--- src/rtl/div_pkg.sv ---
// Shared definitions for the sequential restoring divider.
//   div_state_e : controller states (IDLE, RUN, DONE)
//   DIV_WIDTH   : default operand width
//   DIV_CNT_W   : iteration counter width for the default operand width
package div_pkg;

    localparam int DIV_WIDTH = 32;
    localparam int DIV_CNT_W = $clog2(DIV_WIDTH + 1);

    typedef enum logic [1:0] {
        IDLE = 2'd0,
        RUN  = 2'd1,
        DONE = 2'd2
    } div_state_e;

endpackage

--- src/rtl/div_step.sv ---
// One restoring-division iteration plus the Kogge-Stone adder it is built on.
//
// div_step ports:
//   rem_in      : partial remainder before the shift
//   q_msb       : quotient/dividend bit shifted into the remainder
//   divisor_mag : divisor magnitude
//   rem_out     : partial remainder after the trial subtraction
//   q_bit       : new quotient bit (1 when the trial result is non-negative)
//
// div_ks_adder ports:
//   a, b, cin   : addends and carry-in
//   sum, cout   : sum and carry-out

module div_ks_adder #(
    parameter int N     = 33,
    parameter int DELAY = 50
) (
    input  logic [N-1:0] a,
    input  logic [N-1:0] b,
    input  logic         cin,
    output logic [N-1:0] sum,
    output logic         cout
);

    localparam int L = $clog2(N);

    // Gate delay only matters to timing models of the adder; the synthesized
    // prefix network is identical for any value.
    localparam int unused_delay_ps = DELAY;

    logic [L:0][N-1:0] g;
    logic [L:0][N-1:0] p;
    logic [N-1:0]      p0;

    assign p0 = a ^ b;

    // Carry-in folded into bit 0's generate so the prefix tree needs no
    // extra column.
    assign g[0][0] = (a[0] & b[0]) | (p0[0] & cin);
    if (N > 1) begin : g_g0_hi
        assign g[0][N-1:1] = a[N-1:1] & b[N-1:1];
    end
    assign p[0] = p0;

    for (genvar lvl = 1; lvl <= L; lvl++) begin : g_level
        localparam int D = 1 << (lvl - 1);
        for (genvar i = 0; i < N; i++) begin : g_bit
            if (i >= D) begin : g_merge
                assign g[lvl][i] = g[lvl-1][i] | (p[lvl-1][i] & g[lvl-1][i-D]);
                assign p[lvl][i] = p[lvl-1][i] & p[lvl-1][i-D];
            end else begin : g_pass
                assign g[lvl][i] = g[lvl-1][i];
                assign p[lvl][i] = p[lvl-1][i];
            end
        end
    end

    // Group propagates that already reach bit 0 are never consumed.
    logic unused_p_bits;
    assign unused_p_bits = ^p;

    if (N > 1) begin : g_sum_hi
        assign sum = p0 ^ {g[L][N-2:0], cin};
    end else begin : g_sum_one
        assign sum = p0 ^ cin;
    end
    assign cout = g[L][N-1];

endmodule

module div_step
    import div_pkg::*;
#(
    parameter int WIDTH = DIV_WIDTH,
    parameter int DELAY = 50
) (
    input  logic [WIDTH-1:0] rem_in,
    input  logic             q_msb,
    input  logic [WIDTH-1:0] divisor_mag,
    output logic [WIDTH-1:0] rem_out,
    output logic             q_bit
);

    logic [WIDTH:0] shifted;
    logic [WIDTH:0] diff;
    logic           carry;

    assign shifted = {rem_in, q_msb};

    // shifted - divisor as shifted + ~divisor + 1 over WIDTH+1 bits.
    div_ks_adder #(
        .N     (WIDTH + 1),
        .DELAY (DELAY)
    ) u_adder (
        .a    (shifted),
        .b    (~{1'b0, divisor_mag}),
        .cin  (1'b1),
        .sum  (diff),
        .cout (carry)
    );

    // Carry-out set means no borrow: shifted >= divisor. Either kept value is
    // below the divisor, so the top bit is always zero and can be dropped.
    assign q_bit   = carry;
    assign rem_out = carry ? diff[WIDTH-1:0] : shifted[WIDTH-1:0];

    logic unused_diff_msb;
    assign unused_diff_msb = diff[WIDTH];

endmodule

--- src/rtl/seq_divider.sv ---
// Multi-cycle restoring divider, one quotient bit per clock.
//
// Ports:
//   clk, reset  : rising-edge clock, asynchronous active-high reset
//   start       : request, accepted whenever busy is low (IDLE or DONE)
//   is_signed   : two's-complement operands when 1, latched with start
//   dividend    : A, latched with start
//   divisor     : B, latched with start
//   busy        : operation in progress; start ignored
//   done        : one-cycle pulse, results valid in that cycle
//   quotient    : result, held until the next done
//   remainder   : result, held until the next done
//   div_zero    : last completed operation had B == 0
//   dbg_state   : current controller state
//
// Handshake: start is a request sampled at a rising edge when busy is low;
// there is no back-pressure on done, the caller must capture in that cycle.
module seq_divider
    import div_pkg::*;
#(
    parameter int WIDTH = DIV_WIDTH,
    parameter int DELAY = 50
) (
    input  logic             clk,
    input  logic             reset,
    input  logic             start,
    input  logic             is_signed,
    input  logic [WIDTH-1:0] dividend,
    input  logic [WIDTH-1:0] divisor,
    output logic             busy,
    output logic             done,
    output logic [WIDTH-1:0] quotient,
    output logic [WIDTH-1:0] remainder,
    output logic             div_zero,
    output logic [1:0]       dbg_state
);

    localparam int CNT_W = $clog2(WIDTH + 1);

    div_state_e       state;
    div_state_e       state_nx;
    logic [CNT_W-1:0] count;
    logic [WIDTH-1:0] rem_acc;
    logic [WIDTH-1:0] q_acc;
    logic [WIDTH-1:0] b_mag;
    logic             neg_q;
    logic             neg_r;

    logic             accept;
    logic             b_zero;
    logic             last_step;
    logic [WIDTH-1:0] a_mag_in;
    logic [WIDTH-1:0] b_mag_in;
    logic [WIDTH-1:0] rem_step;
    logic             q_bit;
    logic [WIDTH-1:0] q_step;

    assign accept    = start && (state != RUN);
    assign b_zero    = (divisor == '0);
    assign last_step = (count == CNT_W'(1));

    // The most negative value maps to 2^(WIDTH-1), which is still exact
    // when read as unsigned.
    assign a_mag_in = (is_signed && dividend[WIDTH-1]) ? -dividend : dividend;
    assign b_mag_in = (is_signed && divisor[WIDTH-1])  ? -divisor  : divisor;

    div_step #(
        .WIDTH (WIDTH),
        .DELAY (DELAY)
    ) u_step (
        .rem_in      (rem_acc),
        .q_msb       (q_acc[WIDTH-1]),
        .divisor_mag (b_mag),
        .rem_out     (rem_step),
        .q_bit       (q_bit)
    );

    assign q_step = {q_acc[WIDTH-2:0], q_bit};

    always_comb begin
        state_nx = state;
        case (state)
            IDLE, DONE: begin
                if (start) begin
                    state_nx = b_zero ? DONE : RUN;
                end else begin
                    state_nx = IDLE;
                end
            end
            RUN: begin
                if (last_step) begin
                    state_nx = DONE;
                end
            end
            default: state_nx = IDLE;
        endcase
    end

    always_ff @(posedge clk or posedge reset) begin
        if (reset) begin
            state     <= IDLE;
            count     <= '0;
            rem_acc   <= '0;
            q_acc     <= '0;
            b_mag     <= '0;
            neg_q     <= 1'b0;
            neg_r     <= 1'b0;
            quotient  <= '0;
            remainder <= '0;
            div_zero  <= 1'b0;
        end else begin
            state <= state_nx;
            if (accept) begin
                neg_q   <= is_signed && (dividend[WIDTH-1] != divisor[WIDTH-1]);
                neg_r   <= is_signed && dividend[WIDTH-1];
                rem_acc <= '0;
                q_acc   <= a_mag_in;
                b_mag   <= b_mag_in;
                count   <= CNT_W'(WIDTH);
                if (b_zero) begin
                    // Results go straight out; the raw dividend is returned.
                    quotient  <= '1;
                    remainder <= dividend;
                    div_zero  <= 1'b1;
                end else begin
                    div_zero  <= 1'b0;
                end
            end else if (state == RUN) begin
                rem_acc <= rem_step;
                q_acc   <= q_step;
                count   <= count - CNT_W'(1);
                if (last_step) begin
                    quotient  <= neg_q ? -q_step   : q_step;
                    remainder <= neg_r ? -rem_step : rem_step;
                end
            end
        end
    end

    assign busy      = (state == RUN);
    assign done      = (state == DONE);
    assign dbg_state = state;

endmodule

--- config.mk ---
export PLATFORM = sky130hd
export DESIGN_NAME = seq_divider
export DESIGN_NICKNAME = d
export VERILOG_FILES = /design/src/rtl/div_pkg.sv /design/src/rtl/div_step.sv /design/src/rtl/seq_divider.sv
export SDC_FILE = /design/constraint.sdc
export NUM_CORES = 1
export LEC_CHECK = 0
export CELL_PAD_IN_SITES_DETAIL_PLACEMENT = 0
export CELL_PAD_IN_SITES_GLOBAL_PLACEMENT = 2
export CORE_MARGIN = 5
export CORE_UTILIZATION = 31
export DETAILED_ROUTE_END_ITERATION = 8
export PLACE_DENSITY = 0.75
export SLEW_MARGIN = 20
export SYNTH_ARGS = -nofsm -noshare
export SYNTH_HDL_FRONTEND = slang
export SYNTH_HIERARCHICAL = 1
export SYNTH_SLANG_ARGS = --single-unit
--- constraint.sdc ---
create_clock -name clk -period 4.77 [get_ports clk]
set_input_delay 0.477 -clock clk [delete_from_list [all_inputs] [get_ports clk]]
set_output_delay 0.477 -clock clk [all_outputs]
set_load 0.005 [all_outputs]
==> impl_metrics.csv, run 1 <==
group,metric,value,unit
critical_path,r2r-end,"remainder[27]",
global_routing,antenna_found_initial,0,
cells_and_area,nets,1738,
global_routing,grt_pass1_wl,64300,um
sta,setup_viol,0,
logic_synthesis,syn-cell-area,12100,um^2
sta,final-max-slew-violation-count,0,
drt,routed_wl,40900,um
cells_and_area,drive_gt1_share,15.2,%
placement,place_congestion,0.850,
logic_synthesis,yosys_warnings,6,
critical_path,cp.arrival,5.11,ns
floorplanning,dieArea,43100,um^2
floorplanning,start_util,31.4,%
clock_tree,clk_pin_slew,0.07,ns
clock_tree,clock_sinks,171,
cells_and_area,final-seq-area,4280,um^2
clock_tree,clk_latency,0.45,ns
floorplanning,fp.dieH,208,um
status,status,"finished, final reports clean",
critical_path,startpoint_type,"flip-flop",
global_routing,grt_usage,18.7,%
sta,tns,0,ns
placement,placedCellCount,2117,
drt,drc_errors,0,
logic_synthesis,synthCells,1430,
drt,drt_iter0_markers,741,
power_and_ir_drop,irDropWorstVdd,350,uV
power_and_ir_drop,powerDensity,868,nW/um^2
power_and_ir_drop,p_leak,6.52,nW
floorplanning,row_count,72,
sta,fmax,211,MHz
sta,period_share,99.5,%
cells_and_area,area_growth,27.8,%
placement,dpl-instance-area,14600,um^2
sta,period_needed,4.75,ns
critical_path,path_class,"reg -> reg",
critical_path,cp_max_fo,6,
global_routing,grt_pass1_vias,10995,
critical_path,cp-end-kind,"flip-flop",
drt,dr.pass1.iters,6,
sta,holdWs,0.476,ns
clock_tree,cts_made_buffers,17,
cells_and_area,final_cells,2163,
placement,dp_hpwl,30900,um
cells_and_area,design_area,15500,um^2
worst_hold_path,hold_path_depth,2,
sta,slew_headroom,30.6,%
placement,dpl_worst_slack,-0.172,ns
drt,viasPerCell,5.11,
drt,num_vias,11058,
sta,setup_ws,0.0244,ns
sta,worst_slew_pin_slew,1.04,ns
floorplanning,io_pins,137,
critical_path,critPathRequiredTime,5.14,ns
global_routing,use_met2,28.4,%
global_routing,top_usage_layer,"met2",
power_and_ir_drop,total_power,13.4,mW
floorplanning,dieWidth,208,um
flow_run,cap_violations,0,
cells_and_area,multiInputGateArea,7390,um^2
floorplanning,core_area,38600,um^2
cells_and_area,num-fill-cells,3910,
worst_hold_path,hold_end,"remainder[18]",
global_routing,grt_start_max_net_pins,121,
placement,place.port_buffers,136,
global_routing,grt_use_met1,27.8,%
sta,clock_skew,0.0142,ns
sta,rsz0062_at_grt,"yes",
worst_hold_path,min_from,"remainder[18]",
global_routing,grt_use_met3,2.66,%
critical_path,crit-reg2reg-launch,"rem_acc[7]",
logic_synthesis,synth.avg_cell_area,8.47,um^2
global_routing,grt-ovfl-total,0,
critical_path,reg2reg_depth,19,
clock_tree,htree_num_levels,4,
drt,ant_nets,0,
critical_path,rrSetupSlack,0.02,ns
cells_and_area,utilization,40.1,%
clock_tree,cts_root_buffer,"clkbuf_16",
drt,wl_per_cell,18.9,um
sta,finalHoldViolations,0,
worst_hold_path,hold_class,"reg -> reg",
clock_tree,clk_path_buf_depth,2,
clock_tree,cts_tree,"done",
==> flip-flops by register name (all words and copies together) (netlist names) <==
| name | cells |
|---|---|
| count | 6 |
| rem_acc | 32 |
| div_zero | 1 |
| neg_r | 1 |
| q_acc | 32 |
| b_mag | 32 |
| dbg_state | 2 |
| quotient | 32 |
| remainder | 32 |
| neg_q | 1 |
==> repair_timing <==
action                     4_1_cts  5_1_grt
gates resized for setup          7       21
buffers inserted                 7        4
pin swaps                        7        8
setup endpoints to repair       19       27
cloned                           0        1
hold buffers                     0        0
==> worst max-delay path by stage <==
stage          cells past startpoint             to  slack (ns)       start
3_5_place_dp                      18  remainder[24]       -0.17  rem_acc[1]
4_1_cts                           18  remainder[29]       0.003   q_acc[31]
3_3_place_gp                      18  remainder[24]       -0.12  rem_acc[1]
5_1_grt                           18  remainder[31]       -0.12  rem_acc[7]
6_report                          19  remainder[27]        0.02  rem_acc[7]
2_1_floorplan                     18  remainder[31]        0.04   q_acc[31]
==> worst max-delay path, stage by stage (launching register included) <==
cell and delay, ns:
dfrtp_1 0.41, ha_4 0.31, a21oi_2 0.08, a221oi_2 0.29
a311oi_2 0.07, buf_4 0.16, a31oi_4 0.19, o31ai_4 0.08
or3_4 0.38, a21oi_4 0.25, buf_12 0.16, buf_6 0.09
mux2_4 0.29, or4_4 0.48, or4_4 0.60, buf_4 0.20
o31ai_4 0.24, xnor2_1 0.15, nor2_1 0.06, o21ai_1 0.16
==> layout make-up <==
| type | count | area share [%] |
|---|---|---|
| repair buffers | 261 | 15.2 |
| diodes | 2 | 0.0323 |
| multi-input cells | 1119 | 47.7 |
| well taps | 518 | 4.18 |
| clock inverters | 12 | 0.808 |
| flip-flops and latches | 171 | 27.6 |
| clock buffers | 20 | 2.95 |
| inverters | 60 | 1.48 |
==> cells in the final DEF, fill, tap and decap left out, drive strengths merged, types with 4 or more instances in the layout <==
master         instances
o31ai                 33
clkbuf                21
a21oi                120
nor4                  14
o21ai                180
mux2                  34
o22ai                  6
a221o                  4
o41ai                 15
buf                  124
o21a                   6
and3                   9
inv                   67
a31oi                 18
xnor2                 78
nand4                 14
mux2i                  9
xor2                  67
o211ai                 9
or4                   15
a21o                  23
nand3                 15
nand2b                 9
ha                    38
clkdlybuf4s50        136
or2                    5
nor3                  24
nand2                187
and2                   7
a211oi                 6
nor2b                  7
dfrtp                171
nor2                 110
or3                   19
==> report_power, final <==
part / internal [mW] / total [mW] / switching [mW]
Clock: 0.764 / 1.43 / 0.668
Combinational: 4.44 / 9.20 / 4.75
Sequential: 2.15 / 2.82 / 0.670
==> layer usage <==
metal  share of wire [%]  up-vias  routed length [um]
li1                    -     5466                   -
met1                  50     5273               20600
met2                  44      279               17800
met3                 4.3       40                1750
met4                 1.8        0                 738
met5                   0        -                   0
(Power assumes the default switching activity.)
==> run 2: changes to the inputs <==
--- a/config.mk
+++ b/config.mk
@@ -10,9 +10,9 @@
 export CORE_MARGIN = 5
 export CORE_UTILIZATION = 31
 export DETAILED_ROUTE_END_ITERATION = 8
-export PLACE_DENSITY = 0.75
+export HOLD_SLACK_MARGIN = 0.12
+export PLACE_DENSITY = 0.77
 export SLEW_MARGIN = 20
 export SYNTH_ARGS = -nofsm -noshare
 export SYNTH_HDL_FRONTEND = slang
-export SYNTH_HIERARCHICAL = 1
 export SYNTH_SLANG_ARGS = --single-unit
==> impl_metrics.csv, run 2 <==
group,metric,value,unit
status,status,"finished, final reports clean",
cells_and_area,final_cell_mix,"nand2_1 (205), o21ai_0 (194), dfrtp_1 (171)",
clock_tree,clk_path_buf_depth,2,
global_routing,grt-ovfl-total,0,
drt,dr.pass1.iters,5,
floorplanning,io_pins,137,
clock_tree,clk_pin_slew,0.07,ns
clock_tree,cts_made_buffers,17,
logic_synthesis,synth_top_family_by_area,"compound AO/OA/AOI/OAI gates",
clock_tree,clk_latency,0.45,ns
floorplanning,start_util,31.2,%
sta,clock_skew,0.0149,ns
placement,place.port_buffers,136,
global_routing,antenna_found_initial,0,
clock_tree,clock_sinks,171,
logic_synthesis,synthSimpleGateAreaFrac,22.1,%
logic_synthesis,synth_top_area_share,34.7,%
drt,ant_nets,0,
logic_synthesis,yosysMostFrequentCell,"nand2_1",
power_and_ir_drop,irDropWorstVdd,297,uV
cells_and_area,area_growth,21.6,%
logic_synthesis,synth_mux_area_share,2.23,%
floorplanning,row_count,73,
sta,period_needed,4.47,ns
cells_and_area,drive_gt1_share,6.70,%
sta,tns,0,ns
sta,rsz0062_at_grt,"no",
sta,period_share,93.7,%
global_routing,grt_pass1_wl,64200,um
logic_synthesis,synthXorXnorAreaFrac,8.52,%
placement,place_congestion,0.826,
logic_synthesis,ys.flop_type,"dfrtp_1",
drt,drt_iter0_markers,594,
power_and_ir_drop,p_leak,5.93,nW
floorplanning,core_area,39500,um^2
sta,final-max-slew-violation-count,0,
drt,wl_per_cell,18.4,um
logic_synthesis,synth_edf_count,0,
cells_and_area,num-fill-cells,4147,
critical_path,cp-end-kind,"flip-flop",
logic_synthesis,synthCells,1543,
drt,routed_wl,40200,um
critical_path,path_class,"reg -> reg",
floorplanning,dieWidth,210,um
floorplanning,fp.dieH,210,um
cells_and_area,utilization,37.9,%
logic_synthesis,synthArstFlopShare,100,%
drt,viasPerCell,5.20,
logic_synthesis,synth_compound_area_share,23.6,%
logic_synthesis,yosysUniqueCellTypes,89,
sta,fmax,224,MHz
logic_synthesis,synth_top_area_cell,"dfrtp_1",
floorplanning,dieArea,43900,um^2
logic_synthesis,ys_seq_area_share,34.7,%
sta,slew_headroom,35.1,%
power_and_ir_drop,powerDensity,850,nW/um^2
sta,worst_slew_pin_slew,0.959,ns
clock_tree,cts_tree,"done",
global_routing,grt_start_max_net_pins,172,
critical_path,cp_max_fo,10,
critical_path,critPathRequiredTime,5.16,ns
logic_synthesis,syn_nets,1650,
clock_tree,cts_root_buffer,"clkbuf_16",
cells_and_area,final_common_cell,"nand2_1",
drt,drc_errors,0,
global_routing,grt_usage,18.1,%
drt,num_vias,11347,
logic_synthesis,yosys_warnings,0,
critical_path,startpoint_type,"flip-flop",
logic_synthesis,syn-cell-area,12300,um^2
cells_and_area,nets,1750,
logic_synthesis,synth.avg_cell_area,8.00,um^2
logic_synthesis,ys_ff_latch,171,
clock_tree,htree_num_levels,4,
flow_run,cap_violations,0,
logic_synthesis,synth_fa_ha_area_share,4.02,%
worst_hold_path,hold_class,"reg -> reg",
global_routing,grt_pass1_vias,11203,
cells_and_area,diodes,0,
sta,setup_viol,0,
critical_path,cp.arrival,4.85,ns
placement,dp_hpwl,30600,um
logic_synthesis,synth.area.top_cells,"dfrtp_1 (35%), o21ai_0 (7.9%), nand2_1 (6.3%)",
sta,finalHoldViolations,0,
logic_synthesis,synthTopCellsByCount,"nand2_1 (206), o21ai_0 (195), dfrtp_1 (171)",
-- run 2: cell count changes in the layout (fill, tap and decap cells not counted), moves of 9 or more --
cell,change
buf_4,-91
nand3_1,+19
a22oi_1,+11
mux2_4,-30
xnor2_1,-38
o21ai_0,+38
xor2_1,+13
mux2i_1,+13
nand3b_1,+34
a21o_1,-9
or3_1,+14
nand2_1,+19
nor2_1,+13
-- run 2: critical path, stage by stage (launching register included) --
cell	delay, ns
dfrtp_1	0.47
ha_1	0.49
nand2_1	0.14
o21ai_1	0.29
a21boi_2	0.14
a31oi_4	0.25
or2_4	0.25
mux2i_2	0.30
ha_1	0.24
nand2_1	0.10
or4_1	0.43
or4_1	0.43
o21ai_2	0.23
o21ai_1	0.12
or4_1	0.41
nand4_1	0.10
-- run 2: path summary, 6_finish.rpt --
path                       startpoint  slack (ns)            end  cells past startpoint
max                        rem_acc[6]        0.30  remainder[18]                     15
min                         b_mag[14]        0.48      b_mag[14]                      2
max reg2reg                rem_acc[6]        0.30  remainder[18]                     15
min reg2reg                 b_mag[14]        0.48      b_mag[14]                      2
max in group asynchronous       reset        3.40    rem_acc[22]                      3
min in group asynchronous       reset        0.67    quotient[6]                      3
-- run 2: metal layers --
| metal | track usage, % | share of wire [%] | vias to the layer above |
|---|---|---|---|
| met2 | 29.9 | 47 | 248 |
| li1 | - | - | 5720 |
| met1 | 25.4 | 48 | 5342 |
| met3 | 2.20 | 3.4 | 37 |
| met5 | 0 | 0 | - |
| met4 | 4.41 | 1.4 | 0 |
-- run 2: per-stage QoR --
stage / instance area (um^2) / power (mW) / hold slack (ns) / std cells / worst slack [ns]
after floorplan: 12300 / 8.43 / 0.446 / 1543 / 0.264
after global placement: 14300 / 11.0 / 0.463 / 2145 / 0.288
after detailed placement: 14300 / 11.0 / 0.471 / 2145 / 0.0842
after CTS: 14900 / 12.7 / 0.487 / 2177 / 0.0519
after global routing: 15000 / 13.9 / 0.505 / 2181 / 0.0562
final: 15000 / 12.8 / 0.479 / 2181 / 0.302
-- run 2: cell families (layout without fill, tap and decap cells) --
kind of cell | Yosys count | count (layout)
AO/OA/AOI/OAI | 483 | 483
XOR/XNOR | 120 | 120
adder cells (fa/ha/maj) | 39 | 39
buffers and inverters | 144 | 257
flip-flops | 171 | 171
multiplexers | 27 | 27
AND/OR/NAND/NOR | 559 | 559
-- run 2: what timing repair did --
action | 4_1_cts | 5_1_grt
setup buffers | 0 | 4
hold buffers | 0 | 0
setup endpoints to repair | 0 | 7
resized for setup | 0 | 12
-- run 2: area by class of cell --
cell class | count | area (um^2) | area share, %
multi-input combinational | 1228 | 7550 | 50.4
clock buffer | 17 | 425 | 2.84
inverter | 57 | 218 | 1.45
tap | 525 | 657 | 4.38
clock inverter | 15 | 235 | 1.57
timing repair buffer | 168 | 1630 | 10.9
sequential | 171 | 4280 | 28.5
-- run 2: power by group --
group          switching (mW)  leakage, nW  internal, mW  total (mW)
logic                    4.95         3.61          3.35        8.30
registers               0.690         2.00          2.15        2.84
clock network           0.670        0.321         0.943        1.61
